--- src/rtl/cache_mem_arbiter_if.sv ---
// ---------------------------------------------------------------------------
// cache_mem_arbiter_if
//   Bundles every handshake and bus signal around the shared memory port:
//   the I-cache fill port, the D-cache fill/write port, the DMA bus
//   request/grant pair and the memory read/write port.
//
//   master : the arbiter's view (drives completions, grant and memory side)
//   slave  : the environment's view (caches, DMA master and memory model)
//
//   Signals
//     i_req, i_addr        I-cache line fill request (level) and address
//     i_line, i_done       filled I line and its one-cycle completion pulse
//     d_rd_req, d_wr_req   D-cache line fill / write-through word requests
//     d_addr, d_wdata      D address and write word
//     d_line, d_done       filled D line and D completion pulse
//     dma_br, dma_bg       DMA bus request / bus grant
//     m_read, m_write      memory line read / word write strobes
//     m_addr, m_wdata      memory address and write data
//     m_rdata              memory line data
// ---------------------------------------------------------------------------
interface cache_mem_arbiter_if #(
  parameter int WORD_SIZE  = 16,
  parameter int LINE_WORDS = 4
);
  localparam int LINE_W = WORD_SIZE * LINE_WORDS;

  logic                 i_req;
  logic [WORD_SIZE-1:0] i_addr;
  logic [LINE_W-1:0]    i_line;
  logic                 i_done;

  logic                 d_rd_req;
  logic                 d_wr_req;
  logic [WORD_SIZE-1:0] d_addr;
  logic [WORD_SIZE-1:0] d_wdata;
  logic [LINE_W-1:0]    d_line;
  logic                 d_done;

  logic                 dma_br;
  logic                 dma_bg;

  logic                 m_read;
  logic                 m_write;
  logic [WORD_SIZE-1:0] m_addr;
  logic [WORD_SIZE-1:0] m_wdata;
  logic [LINE_W-1:0]    m_rdata;

  modport master (
    input  i_req, i_addr, d_rd_req, d_wr_req, d_addr, d_wdata, dma_br, m_rdata,
    output i_line, i_done, d_line, d_done, dma_bg,
           m_read, m_write, m_addr, m_wdata
  );

  modport slave (
    output i_req, i_addr, d_rd_req, d_wr_req, d_addr, d_wdata, dma_br, m_rdata,
    input  i_line, i_done, d_line, d_done, dma_bg,
           m_read, m_write, m_addr, m_wdata
  );
endinterface

--- src/rtl/cache_mem_arbiter.sv ---
// ---------------------------------------------------------------------------
// cache_mem_arbiter
//   Sequences the single shared memory port between I-cache line fills,
//   D-cache line fills, D-cache write-through word writes and a DMA master.
//   One transaction is in flight at a time; every memory access takes a
//   fixed MEM_LATENCY cycles, followed by one DONE cycle carrying the
//   completion pulse. When both caches are waiting, the side that was not
//   served last wins; within the D side a write beats a read. DMA has the
//   highest priority but is only granted from IDLE.
//
//   Ports
//     clk      clock
//     reset_n  synchronous active-low reset; aborts any transaction
//     bus      cache_mem_arbiter_if.master (cache, DMA and memory signals)
//
//   Parameters
//     WORD_SIZE    data word and address width
//     LINE_WORDS   words per cache line (power of two)
//     MEM_LATENCY  cycles the memory strobe is held (>= 1)
// ---------------------------------------------------------------------------
module cache_mem_arbiter #(
  parameter int WORD_SIZE   = 16,
  parameter int LINE_WORDS  = 4,
  parameter int MEM_LATENCY = 4
) (
  input  logic                  clk,
  input  logic                  reset_n,
  cache_mem_arbiter_if.master   bus
);

  localparam int LINE_W = WORD_SIZE * LINE_WORDS;
  localparam int OFF_W  = (LINE_WORDS > 1) ? $clog2(LINE_WORDS) : 0;
  localparam int CNT_W  = (MEM_LATENCY > 1) ? $clog2(MEM_LATENCY) : 1;

  // Mask of the word-within-line offset bits; cleared for line reads.
  localparam logic [WORD_SIZE-1:0] OFF_MASK = WORD_SIZE'((1 << OFF_W) - 1);
  localparam logic [CNT_W-1:0]     CNT_LAST = CNT_W'(MEM_LATENCY - 1);

  generate
    if (MEM_LATENCY < 1) begin : g_bad_latency
      $error("cache_mem_arbiter: MEM_LATENCY must be at least 1");
    end
    if ((1 << OFF_W) != LINE_WORDS) begin : g_bad_line
      $error("cache_mem_arbiter: LINE_WORDS must be a power of two");
    end
  endgenerate

  typedef enum logic [1:0] {
    IDLE = 2'd0,
    MEM  = 2'd1,
    DONE = 2'd2,
    DMA  = 2'd3
  } state_t;

  state_t           state;
  logic [CNT_W-1:0] cnt;
  logic             last_d;   // 1: D side was served most recently
  logic             cur_d;    // granted side of the transaction in flight
  logic             cur_wr;   // transaction in flight is a D word write

  // -------------------------------------------------------------------------
  // Grant selection (evaluated in IDLE only)
  // -------------------------------------------------------------------------
  logic d_pend;
  logic pick_any;
  logic pick_d;
  logic pick_wr;
  logic [WORD_SIZE-1:0] pick_addr;

  assign d_pend = bus.d_rd_req | bus.d_wr_req;

  always_comb begin
    pick_any = 1'b0;
    pick_d   = 1'b0;
    if (bus.i_req && d_pend) begin
      pick_any = 1'b1;
      pick_d   = ~last_d;
    end else if (bus.i_req) begin
      pick_any = 1'b1;
      pick_d   = 1'b0;
    end else if (d_pend) begin
      pick_any = 1'b1;
      pick_d   = 1'b1;
    end
  end

  assign pick_wr   = pick_d & bus.d_wr_req;
  assign pick_addr = pick_d ? bus.d_addr : bus.i_addr;

  // -------------------------------------------------------------------------
  // Sequencer: all outputs are registered here
  // -------------------------------------------------------------------------
  always_ff @(posedge clk) begin
    if (!reset_n) begin
      state       <= IDLE;
      cnt         <= '0;
      last_d      <= 1'b1;
      cur_d       <= 1'b0;
      cur_wr      <= 1'b0;
      bus.i_done  <= 1'b0;
      bus.d_done  <= 1'b0;
      bus.dma_bg  <= 1'b0;
      bus.m_read  <= 1'b0;
      bus.m_write <= 1'b0;
      bus.m_addr  <= '0;
      bus.m_wdata <= '0;
      bus.i_line  <= '0;
      bus.d_line  <= '0;
    end else begin
      // Completion pulses last a single cycle unless set again below.
      bus.i_done <= 1'b0;
      bus.d_done <= 1'b0;

      case (state)
        IDLE: begin
          if (bus.dma_br) begin
            state       <= DMA;
            bus.dma_bg  <= 1'b1;
            bus.m_addr  <= '0;
            bus.m_wdata <= '0;
          end else if (pick_any) begin
            state  <= MEM;
            cnt    <= '0;
            last_d <= pick_d;
            cur_d  <= pick_d;
            cur_wr <= pick_wr;
            // Address and data are latched here so requester changes
            // during the memory window have no effect.
            if (pick_wr) begin
              bus.m_write <= 1'b1;
              bus.m_addr  <= bus.d_addr;
              bus.m_wdata <= bus.d_wdata;
            end else begin
              bus.m_read  <= 1'b1;
              bus.m_addr  <= pick_addr & ~OFF_MASK;
              bus.m_wdata <= '0;
            end
          end
        end

        MEM: begin
          if (cnt == CNT_LAST) begin
            state       <= DONE;
            cnt         <= '0;
            bus.m_read  <= 1'b0;
            bus.m_write <= 1'b0;
            bus.m_addr  <= '0;
            bus.m_wdata <= '0;
            // Memory data is valid at the end of the last strobe cycle.
            if (!cur_wr) begin
              if (cur_d) bus.d_line <= bus.m_rdata;
              else       bus.i_line <= bus.m_rdata;
            end
            if (cur_d) bus.d_done <= 1'b1;
            else       bus.i_done <= 1'b1;
          end else begin
            cnt <= cnt + 1'b1;
          end
        end

        // No grant is made here so a requester that drops its request in
        // response to done is never served twice.
        DONE: begin
          state <= IDLE;
        end

        DMA: begin
          if (!bus.dma_br) begin
            state      <= IDLE;
            bus.dma_bg <= 1'b0;
          end
        end

        default: begin
          state <= IDLE;
        end
      endcase
    end
  end

endmodule

--- src/flat_wrapper.sv ---
// flat-port wrapper written by rule: the top's interface ports become plain ports
module cache_mem_arbiter_flat 
#(
  parameter int WORD_SIZE   = 16,
  parameter int LINE_WORDS  = 4,
  parameter int MEM_LATENCY = 4
)
  (clk, reset_n, bus_i_req, bus_i_addr, bus_d_rd_req, bus_d_wr_req, bus_d_addr, bus_d_wdata, bus_dma_br, bus_m_rdata, bus_i_line, bus_i_done, bus_d_line, bus_d_done, bus_dma_bg, bus_m_read, bus_m_write, bus_m_addr, bus_m_wdata);
  cache_mem_arbiter_if #(.WORD_SIZE(WORD_SIZE), .LINE_WORDS(LINE_WORDS)) bus_i ();
  input  logic clk;
  input  logic reset_n;
  input wire logic [$bits(bus_i.i_req)-1:0] bus_i_req;
  input wire logic [$bits(bus_i.i_addr)-1:0] bus_i_addr;
  input wire logic [$bits(bus_i.d_rd_req)-1:0] bus_d_rd_req;
  input wire logic [$bits(bus_i.d_wr_req)-1:0] bus_d_wr_req;
  input wire logic [$bits(bus_i.d_addr)-1:0] bus_d_addr;
  input wire logic [$bits(bus_i.d_wdata)-1:0] bus_d_wdata;
  input wire logic [$bits(bus_i.dma_br)-1:0] bus_dma_br;
  input wire logic [$bits(bus_i.m_rdata)-1:0] bus_m_rdata;
  output wire logic [$bits(bus_i.i_line)-1:0] bus_i_line;
  output wire logic [$bits(bus_i.i_done)-1:0] bus_i_done;
  output wire logic [$bits(bus_i.d_line)-1:0] bus_d_line;
  output wire logic [$bits(bus_i.d_done)-1:0] bus_d_done;
  output wire logic [$bits(bus_i.dma_bg)-1:0] bus_dma_bg;
  output wire logic [$bits(bus_i.m_read)-1:0] bus_m_read;
  output wire logic [$bits(bus_i.m_write)-1:0] bus_m_write;
  output wire logic [$bits(bus_i.m_addr)-1:0] bus_m_addr;
  output wire logic [$bits(bus_i.m_wdata)-1:0] bus_m_wdata;
  assign bus_i.i_req = bus_i_req;
  assign bus_i.i_addr = bus_i_addr;
  assign bus_i.d_rd_req = bus_d_rd_req;
  assign bus_i.d_wr_req = bus_d_wr_req;
  assign bus_i.d_addr = bus_d_addr;
  assign bus_i.d_wdata = bus_d_wdata;
  assign bus_i.dma_br = bus_dma_br;
  assign bus_i.m_rdata = bus_m_rdata;
  assign bus_i_line = bus_i.i_line;
  assign bus_i_done = bus_i.i_done;
  assign bus_d_line = bus_i.d_line;
  assign bus_d_done = bus_i.d_done;
  assign bus_dma_bg = bus_i.dma_bg;
  assign bus_m_read = bus_i.m_read;
  assign bus_m_write = bus_i.m_write;
  assign bus_m_addr = bus_i.m_addr;
  assign bus_m_wdata = bus_i.m_wdata;
  cache_mem_arbiter #(.WORD_SIZE(WORD_SIZE), .LINE_WORDS(LINE_WORDS), .MEM_LATENCY(MEM_LATENCY)) u_core (.clk(clk), .reset_n(reset_n), .bus(bus_i));
endmodule
--- config.mk ---
export PLATFORM = sky130hd
export DESIGN_NAME = cache_mem_arbiter_flat
export DESIGN_NICKNAME = d
export VERILOG_FILES = /design/src/rtl/cache_mem_arbiter_if.sv /design/src/rtl/cache_mem_arbiter.sv /design/src/flat_wrapper.sv
export SDC_FILE = /design/constraint.sdc
export NUM_CORES = 1
export LEC_CHECK = 0
export BUFFER_PORTS_ARGS = -buffer_cell sky130_fd_sc_hd__buf_2
export CORE_AREA = 2 2 119 121
export DETAILED_ROUTE_END_ITERATION = 10
export DIE_AREA = 0 0 121 123
export PLACE_DENSITY_LB_ADDON = 0.1
export SYNTH_ARGS = -nofsm -noshare
export SYNTH_HDL_FRONTEND = slang
export SYNTH_SLANG_ARGS = --single-unit
--- constraint.sdc ---
create_clock -name clk -period 3.85 [get_ports clk]
set_clock_uncertainty 0.15 [all_clocks]
set_input_delay 0.5775 -clock clk [delete_from_list [all_inputs] [get_ports clk]]
set_output_delay 0.5775 -clock clk [all_outputs]
set_load 0.01 [all_outputs]
==> results of run 1 <==
-- layout make-up --
cell class,count,area [um^2],area share [%]
timing repair buffer,289,1500,17.07
clock buffer,21,450.4,5.126
multi-input combinational,451,2940,33.46
sequential,172,3443,39.19
antenna,2,5.005,0.05696
tap,180,225.2,2.563
clock inverter,11,215.2,2.449
inverter,2,7.507,0.08543
-- stage by stage --
step / instance area, um^2 / hold slack (ns)
2_1_floorplan: 6648 / 0.2897
3_3_place_gp: 8117 / 0.2886
3_5_place_dp: 8117 / 0.2905
4_1_cts: 8782 / 0.2004
5_1_grt: 8782 / 0.1989
6_report: 8787 / 0.2178
-- synth_stat cells --
master	instances
dfxtp_1	172
o31ai_1	1
o211ai_1	1
o31a_1	1
mux2i_1	153
a211oi_1	1
nand3b_4	1
and4_1	2
or3b_1	1
a32o_1	8
a21oi_1	2
buf_6	6
o2111a_1	1
o211a_1	1
or3_1	2
nor3_1	4
o21a_1	1
clkbuf_1	30
a2bb2oi_2	1
buf_1	1
inv_1	2
nand2b_1	1
a21boi_0	4
nor2_1	1
nor4_1	3
a211o_1	1
o21ai_0	3
buf_2	13
nand2_1	218
o21bai_1	2
nor2b_1	6
mux2_2	1
nor3b_1	2
nand3_1	3
o22ai_1	14
ha_1	1
nand4_1	10
buf_4	2
-- how the worst max path moves through the flow --
| stage | from | endpoint | slack (ns) | cells past startpoint |
|---|---|---|---|---|
| global placement | u_core.state[0] | u_core.bus.i_line[27] | 1.46 | 4 |
| finish | u_core.state[1] | u_core.bus.d_line[40] | 1.47 | 4 |
| global route | u_core.cnt[0] | u_core.bus.i_line[18] | 1.24 | 5 |
| floorplan | bus_dma_br | u_core.bus.m_addr[10] | 1.96 | 5 |
| CTS | u_core.cnt[0] | u_core.bus.i_line[37] | 1.41 | 5 |
| detailed placement | u_core.cnt[0] | u_core.bus.i_line[37] | 1.42 | 5 |
-- layout by cell type (no fill, tap or decap), drive strengths merged, types with 6 or more instances in the layout --
cell / synthesis / layout
dfxtp: 172 / 172
nor2b: 6 / 6
clkbuf: 30 / 21
mux2i: 153 / 153
nand2: 218 / 218
buf: 22 / 289
bufinv: 0 / 6
nand4: 10 / 10
o22ai: 14 / 14
a32o: 8 / 8
-- sequential cells by signal (all words and copies together) (netlist names) --
name and count:
u_core.cnt 2, u_core.bus.m_write 1, u_core.last_d 1, u_core.bus.i_line 64
u_core.state 2, u_core.bus.d_line 64, u_core.bus.m_read 1, u_core.bus.i_done 1
u_core.cur_d 1, u_core.bus.m_addr 16, u_core.bus.dma_bg 1, u_core.cur_wr 1
u_core.bus.d_done 1, u_core.bus.m_wdata 16
-- cell families after synthesis --
logic type	after synthesis
muxes	154
DFF	172
buffers and inverters	54
adders and majority gates	1
AOI/OAI and AO/OA	42
and+or+nand+nor	254
-- power by group through the flow --
stage / combinational (mW) / sequential [mW] / clock [mW]
floorplan: 0.151 / 1.86 / 0
global placement: 0.253 / 1.86 / 0
detailed placement: 0.262 / 1.86 / 0
CTS: 0.263 / 1.82 / 1.94
global route: 0.290 / 1.82 / 2.02
finish: 0.263 / 1.82 / 1.91
-- routing by layer --
metal | vias up | GRT usage (%) | wire (um)
met4 | 0 | 9.302 | 535
met3 | 41 | 6.827 | 1067
li1 | 2805 | - | -
met1 | 2661 | 25.47 | 6769
met2 | 208 | 39.82 | 8643
met5 | - | 0 | 0
==> results.toml, run 1 <==
[logic_synthesis]
synthTopCellsByArea = "dfxtp_1 (52%), mux2i_1 (23%), nand2_1 (12%)"
syn_inst = 677
syn_area_per_cell_um2 = 9.819
synth_compound_area_share_pct = 4.837
syn_nets = 796
yosys.area_share.xor_xnor_pct = 0
synthMuxAreaShare_pct = 23.21
synth_seq_cells = 172
synthAdderAreaFrac_pct = 0.1882
synth_cell_types = 38
yosysWarnings = 0
synth_top_family_by_area = "multiplexers"
synth_area_um2 = 6648
synth-simple-area-share_pct = 15.89
synth.yosys.seq_area_share_pct = 51.80
yosys.area.top_type = "dfxtp_1"
yosysTopAreaCellShare_pct = 51.80

[power_and_ir_drop]
finalPower_mw = 3.991
power_density_nw_per_um2 = 454.2
power_switching_uw = 840.5
clock_power_share_pct = 47.8
combPwrFrac_pct = 6.6
power_frac_seq_pct = 45.7
p_int_mw = 3.151
ir_worst_vdd_v = 0.0002704
leakage_nw = 4.475
sw_frac_of_total_pct = 21.06

[setup_path]
r2r_setup_slack_ns = 1.47
slowest_stage = "or3b_4"
critPathTopFamily = "simple AND/OR/NAND/NOR gates"
cp_cell_sequence = "nand3b_4, or3b_4, buf_4, mux2i_1"
arrival_ns = 2.57
cp-start-kind = "flip-flop"
r2r-end = "u_core.bus.d_line[40]"
path_buf_inv = 1
critPathMaxFanout = 33
endpoint_kind = "flip-flop"
critPathRequiredTime_ns = 4.04
timing.rr.start = "u_core.state[1]"
path_class = "reg -> reg"
slowest_delay_ns = 0.62
ff2ff_path_depth = 4

[clocking]
cts_root_buffer = "clkbuf_16"
cts-buffers-inserted = 17
cts-hold-fix-buffers = 0
clkLatencyLatePin_ns = 0.42
cts_htree_levels = 4
postCtsSetupBuffers = 0
clockBufferDepth = 2
cts_tree = "built"
cts-resized-gates = 0
cts.sinks = 172
cts.clk_slew.worst_paths_ns = 0.06

[worst_hold_path]
hold_start = "bus_d_wdata[4]"
hold_depth = 2
min_to = "u_core.bus.m_wdata[4]"
hp-class = "in -> reg"

[global_routing]
grt_max_degree = 135
antenna_found_initial = 1
first_global_vias = 5566
grtUsageTotal_pct = 22.59
overflow = 0
grt_first_pass_wirelength_um = 26690

[timing]
worst_slack_ns = 1.474
setup_viol_count_final = 0
worst_slew_pin_slew_ns = 1.037
max-slew-margin-rel_pct = 30.78
max_freq_mhz = 420.8
period_share_pct = 61.72
rsz0062_at_grt = "no"
final_hold_viol_count = 0
fin_setup_tns_ns = 0
slew_viol_final = 0
period_needed_ns = 2.376

[flow_run]
drv_cap = 0

[floorplan]
ios = 283
design.core.area_um2 = 13610
rows = 43
die_h_um = 123
die_w_um = 121
dieArea_um2 = 14880
start_util_pct = 48.84

[final_layout]
nFillCells = 1160
areaGrowthSynthToFinish_pct = 32.19
post-route-util_pct = 64.56
drive_gt1_share_pct = 34.14
nNetsFinal = 1052
stdcell_count = 1128

[placement]
dp_slack_ns = 1.419
io_buffer_count = 280
dp_hpwl_um = 12360
gp_congestion = 0.8243
dp.cells = 1094

[route]
drc = 0
dr_total_vias = 5715
ant_nets = 0
wire_per_inst_um = 15.08
viasPerCell = 5.066
wl_um = 17020
first_pass_iters = 4
first_iter_violations = 297

[run_status]
status = "finished, final reports clean"
(Power assumes the default switching activity.)
==> run 2: changes to the inputs <==
--- a/config.mk
+++ b/config.mk
@@ -5,10 +5,11 @@
 export SDC_FILE = /design/constraint.sdc
 export NUM_CORES = 1
 export LEC_CHECK = 0
+export ABC_AREA = 1
 export BUFFER_PORTS_ARGS = -buffer_cell sky130_fd_sc_hd__buf_2
-export CORE_AREA = 2 2 119 121
+export CORE_AREA = 2 2 121 123
 export DETAILED_ROUTE_END_ITERATION = 10
-export DIE_AREA = 0 0 121 123
+export DIE_AREA = 0 0 123 125
 export PLACE_DENSITY_LB_ADDON = 0.1
 export SYNTH_ARGS = -nofsm -noshare
 export SYNTH_HDL_FRONTEND = slang
==> constraint.sdc (replaced) <==
create_clock -name clk -period 2.25 [get_ports clk]
set_clock_uncertainty 0.15 [all_clocks]
set_input_delay 0.3375 -clock clk [delete_from_list [all_inputs] [get_ports clk]]
set_output_delay 0.3375 -clock clk [all_outputs]
set_load 0.01 [all_outputs]
==> run 2 against run 1 <==
Compared with the run above:
- non-clock buffer count is 3 higher
- maximum frequency is 22% higher
- final area is 2.5% lower
- power is 92% higher
- largest power group is now sequential cells
- die area is 3.3% higher
- register-to-register slack worse by 1.2 ns
- sequential power is 81% higher
- flip-flop and latch count stayed put
- clock-buffer cell count is 1 lower
- largest cell class unchanged
- worst hold slack worse by 0.20 ns
==> results.toml, run 2 <==
[final_layout]
drive_gt1_share_pct = 29.51
nNetsFinal = 1239
final_common_cell = "buf_2"
num_antenna_cells = 0
most-common-layout-cells = "buf_2 (279), nor2_1 (276), dfxtp_1 (172)"
areaGrowthSynthToFinish_pct = 31.77
nFillCells = 1388
reg.largest.list = "u_core.bus.d_line: 64 flops, u_core.bus.i_line: 64 flops"

[setup_path]
r2r-end = "u_core.bus.m_wdata[13]"
ff2ff_path_depth = 7
critPathMaxFanout = 13
r2r_setup_slack_ns = 0.30
path_class = "reg -> reg"
slowest_stage = "nor2_1"
timing.rr.start = "u_core.state[0]"
cp_cell_sequence = "nor2_1, nand2_2, nor2_1, nor2_1, nand3_1, nand2_1, nor2_1"
critPathRequiredTime_ns = 2.40
cp-start-kind = "flip-flop"
arrival_ns = 2.10
slowest_delay_ns = 0.65
endpoint_kind = "flip-flop"
path_common_cell = "nor2_1"

[logic_synthesis]
synthMuxAreaShare_pct = 0
ys_top_cells_by_count = "nor2_1 (276), dfxtp_1 (172), nand2_1 (124)"
synth.yosys.seq_area_share_pct = 52.96
synth_area_um2 = 6501
synth_top_family_by_area = "simple AND/OR/NAND/NOR gates"
syn_nets = 981
yosys.area_share.xor_xnor_pct = 0
synth-edff-count = 0
synthAdderAreaFrac_pct = 0.1925
yosysWarnings = 0
synth-simple-area-share_pct = 26.35
synthFlopType = "dfxtp_1"
synthTopCellsByArea = "dfxtp_1 (53%), nor2_1 (16%), o21ai_1 (9.2%)"
post-synth-top-count-cell = "nor2_1"
synthArstFlopShare_pct = 0
yosys.area.top_type = "dfxtp_1"
synth_compound_area_share_pct = 12.39
yosysTopAreaCellShare_pct = 52.96
syn_area_per_cell_um2 = 7.542
syn_inst = 862
synth_cell_types = 21
synth_seq_cells = 172

[floorplan]
rows = 44
start_util_pct = 45.77
design.core.area_um2 = 14200
die_w_um = 123
ios = 283
dieArea_um2 = 15380
die_h_um = 125

[power_and_ir_drop]
p_int_mw = 5.673
sw_frac_of_total_pct = 25.93
clock_power_share_pct = 41.7
power_frac_seq_pct = 42.9
leakage_nw = 4.132
power_density_nw_per_um2 = 894.0
combPwrFrac_pct = 15.4
ir_worst_vdd_v = 0.0004455
power_switching_mw = 1.986

[route]
viasPerCell = 4.697
first_pass_iters = 4
wl_um = 17520
dr_total_vias = 6181
wire_per_inst_um = 13.31
ant_nets = 0
drc = 0
first_iter_violations = 309

[flow_run]
drv_cap = 0

[clocking]
cts-buffers-inserted = 17
cts_tree = "built"
cts_htree_levels = 4
cts_root_buffer = "clkbuf_16"
clkLatencyLatePin_ns = 0.41
clockBufferDepth = 2
cts.sinks = 172
cts.clk_slew.worst_paths_ns = 0.06

[placement]
dp_hpwl_um = 11830
gp_congestion = 0.8188
io_buffer_count = 280
dp_slack_ns = 0.3089

[run_status]
status = "finished, final reports clean"

[timing]
max-slew-margin-rel_pct = 41.96
max_freq_mhz = 511.6
period_needed_ns = 1.955
worst_slack_ns = 0.2954
fin_setup_tns_ns = 0
slew_viol_final = 0
setup_viol_count_final = 0
rsz0062_at_grt = "no"
final_hold_viol_count = 0
period_share_pct = 86.87
worst_slew_pin_slew_ns = 0.8674

[worst_hold_path]
hp-class = "in -> reg"
hold_start = "bus_dma_br"
min_to = "u_core.bus.dma_bg"
hold_depth = 3

[global_routing]
overflow = 0
antenna_found_initial = 0
grtUsageTotal_pct = 22.69
first_global_vias = 5627
grt_max_degree = 74
grt_first_pass_wirelength_um = 27660
run 2: cell types whose count changed in the layout (fill, tap and decap cells not counted), sizes merged, moves of 3 or more:
cell,before,now
a21boi,4,0
a21oi,2,30
a32o,8,0
inv,2,36
mux2i,153,0
nand2,218,127
nand3,3,30
nand4,10,0
nor2,1,278
nor2b,6,0
nor4,3,0
o21ai,3,131
o22ai,14,0
run 2: cell families (layout without fill, tap and decap cells):
kind of cell	count (synthesis)	count (layout)
compound gates	161	161
fa+ha+maj	1	1
buf+inv	91	361
flops	172	172
simple gates	437	437
run 2: power groups by stage:
| stage | clock, mW | combinational (mW) | sequential [mW] |
|---|---|---|---|
| 2_1_floorplan | 0 | 0.750 | 3.41 |
| 3_3_place_gp | 0 | 1.18 | 3.35 |
| 3_5_place_dp | 0 | 1.18 | 3.35 |
| 4_1_cts | 3.25 | 1.19 | 3.29 |
| 5_1_grt | 3.38 | 1.36 | 3.31 |
| 6_report | 3.19 | 1.18 | 3.29 |
run 2: critical path: cells and delay by family, from the launching register on:
| kind | cells | cell delay [ns] |
|---|---|---|
| flops | 1 | 0.43 |
| simple gates | 7 | 1.26 |
run 2: worst max-delay path by stage:
stage	start	end	slack [ns]	cells past startpoint
floorplan	u_core.state[1]	u_core.bus.d_line[10]	0.83	10
global placement	bus_dma_br	u_core.bus.m_wdata[11]	0.30	8
detailed placement	u_core.state[0]	u_core.bus.m_wdata[11]	0.31	7
CTS	u_core.state[0]	u_core.bus.m_wdata[11]	0.30	7
global route	u_core.state[0]	u_core.bus.m_wdata[11]	0.10	7
finish	u_core.state[0]	u_core.bus.m_wdata[13]	0.30	7
run 2: layer usage:
layer | track usage (%) | part of all wire [%]
met3 | 7.573 | 8.2
met2 | 38.19 | 46
met1 | 26.45 | 43
met4 | 8.890 | 2.7
met5 | 0 | 0
run 2: final cells by class:
type	instances	area [um^2]	area share [%]
clock inverters	11	191.4	2.235
well taps	184	230.2	2.687
repair buffers	292	1572	18.34
flip-flops and latches	172	3443	40.19
multi-input cells	599	2531	29.55
clock buffers	20	456.7	5.331
inverters	38	142.6	1.665
run 2: stage by stage:
stage | total power, mW | hold WS [ns] | utilization (%) | std cells | area, um^2
final | 7.659 | 0.01794 | 60.32 | 1316 | 8567
after global routing | 8.045 | 0.01005 | 60.32 | 1316 | 8567
after CTS | 7.731 | 0.001461 | 60.32 | 1316 | 8567
after detailed placement | 4.535 | 0.2976 | 55.68 | 1284 | 7909
after global placement | 4.525 | 0.2947 | 55.68 | 1284 | 7909
after floorplan | 4.155 | 0.2787 | - | 862 | 6501
run 2: timing repair:
action	4_1_cts	5_1_grt
gates resized for setup	0	0
buffers inserted	0	0
hold buffers	1	0
endpoints found under the hold margin	1	0
==> run 3: changes to the inputs <==
--- a/config.mk
+++ b/config.mk
@@ -5,9 +5,10 @@
 export SDC_FILE = /design/constraint.sdc
 export NUM_CORES = 1
 export LEC_CHECK = 0
-export ABC_AREA = 1
+export ABC_AREA = 0
 export BUFFER_PORTS_ARGS = -buffer_cell sky130_fd_sc_hd__buf_2
 export CORE_AREA = 2 2 121 123
+export CTS_CLUSTER_DIAMETER = 60
 export DETAILED_ROUTE_END_ITERATION = 10
 export DIE_AREA = 0 0 123 125
 export PLACE_DENSITY_LB_ADDON = 0.1
==> run 3 against run 2 <==
Compared with the run above:
- clock-buffer cell count rose by 5
- critical path type unchanged
- non-clock buffer count rose by 8
- die area did not move
- largest power group unchanged
- first-iteration DRC count fell by 2.9%
- maximum frequency fell by 4.3%
- final cell count fell by 13%
- critical path depth fell by 2
- via count fell by 8.4%
- power fell by 16%
- worst hold slack improved by 0.010 ns
- sequential share of layout area fell by 1.1 points
==> results.toml, run 3 (same netlist as run 1, synthesis figures left out) <==
[timing]
fin_setup_tns_ns = 0
max_freq_mhz = 489.5
final_hold_viol_count = 0
setup_viol_count_final = 0
slew_viol_final = 0
rsz0062_at_grt = "no"
period_needed_ns = 2.043
max-slew-margin-rel_pct = 47.31
period_share_pct = 90.80
worst_slack_ns = 0.2070
worst_slew_pin_slew_ns = 0.7904

[clocking]
clkLatencyLatePin_ns = 0.41
clockBufferDepth = 2
cts_tree = "built"
cts.clk_slew.worst_paths_ns = 0.06
cts_root_buffer = "clkbuf_16"
cts-resized-gates = 0
cts-buffers-inserted = 17
cts_htree_levels = 4
cts.sinks = 172

[power_and_ir_drop]
ir_worst_vdd_v = 0.0004611
power_density_nw_per_um2 = 725.5
leakage_nw = 4.480

[setup_path]
critPathMaxFanout = 64
critPathRequiredTime_ns = 2.38
arrival_ns = 2.17
path_class = "reg -> reg"
endpoint_kind = "flip-flop"
cp-start-kind = "flip-flop"

[final_layout]
reg.largest.list = "u_core.bus.d_line: 64 flops, u_core.bus.i_line: 64 flops"
areaGrowthSynthToFinish_pct = 32.62
final_common_cell = "buf_2"
stdcell_count = 1139
nNetsFinal = 1063
drive_gt1_share_pct = 33.82
num_antenna_cells = 0
most-common-layout-cells = "buf_2 (279), nand2_1 (218), dfxtp_1 (172)"
nFillCells = 1260

[route]
dr_total_vias = 5659
first_iter_violations = 300
ant_nets = 0
first_pass_iters = 4
drc = 0
wl_um = 17220
viasPerCell = 4.968
wire_per_inst_um = 15.12

[placement]
dp_hpwl_um = 12010
dp.cells = 1100
gp_congestion = 0.8491
io_buffer_count = 280
dp_slack_ns = 0.2494

[global_routing]
first_global_vias = 5549
grtUsageTotal_pct = 22.15
grt_max_degree = 142
antenna_found_initial = 0
grt_first_pass_wirelength_um = 27200
overflow = 0

[run_status]
status = "finished, final reports clean"

[floorplan]
start_util_pct = 46.80
ios = 283
die_w_um = 123
design.core.area_um2 = 14200
rows = 44
dieArea_um2 = 15380
die_h_um = 125

[worst_hold_path]
hp-class = "in -> reg"

[flow_run]
drv_cap = 0
[run 3: cell types whose count changed in the layout (fill, tap and decap cells not counted), sizes merged, moves of 5 or more]
cell,before,now
nor2,278,1
mux2i,0,153
o21ai,131,3
nand2,127,218
inv,36,2
a21oi,30,2
nand3,30,3
o22ai,0,14
nand4,0,10
a32o,0,8
dlygate4sd3,1,9
nor2b,0,6
clkbuf,20,25
[run 3: worst paths after layout]
path / from / to / slack [ns] / cells after the start
setup reg to reg: u_core.cnt[0] / u_core.bus.d_line[19] / 0.21 / 5
setup / recovery: u_core.cnt[0] / u_core.bus.d_line[19] / 0.21 / 5
hold / removal: bus_d_wdata[9] / u_core.bus.m_wdata[9] / 0.03 / 3
hold reg to reg: u_core.bus.m_write / u_core.bus.m_write / 0.30 / 2
[run 3: per-stage QoR]
stage	hold WS [ns]	utilization [%]	cell area, um^2	power, mW
global placement	0.2897	57.46	8162	3.626
global route	0.02046	62.07	8816	6.631
detailed placement	0.2874	57.46	8162	3.644
finish	0.02791	62.07	8816	6.396
floorplan	0.2897	-	6648	3.447
CTS	0.005185	62.07	8816	6.452
[run 3: what timing repair did]
action	CTS	global route
endpoints found under the hold margin	9	0
setup buffers	0	0
hold buffers	9	0
[run 3: metal layers]
layer	part of all wire, %	GRT usage [%]	vias up
li1	-	-	2832
met1	42	25.85	2608
met2	49	38.22	185
met3	6.9	5.885	34
met4	2.5	8.890	0
met5	0	0	-
[run 3: cell type report]
type	count	area [um^2]	area share, %
inverters	2	7.507	0.08515
well taps	184	230.2	2.611
repair buffers	300	1630	18.49
multi-input cells	451	2940	33.35
clock inverters	5	58.81	0.6670
clock buffers	25	505.5	5.734
flip-flops and latches	172	3443	39.06
[run 3: where the power goes]
group          total [mW]  leakage [nW]  switching, mW  internal [mW]
registers            3.12          1.39         0.0336           3.09
clock network        2.80         0.271           1.14           1.66
logic               0.473          2.82          0.261          0.212
[run 3: critical path: stages, from the launching register on]
cell      delay, ns
dfxtp_1        0.38
ha_1           0.30
nand3b_4       0.16
or3b_4         0.44
buf_12         0.26
mux2i_1        0.18
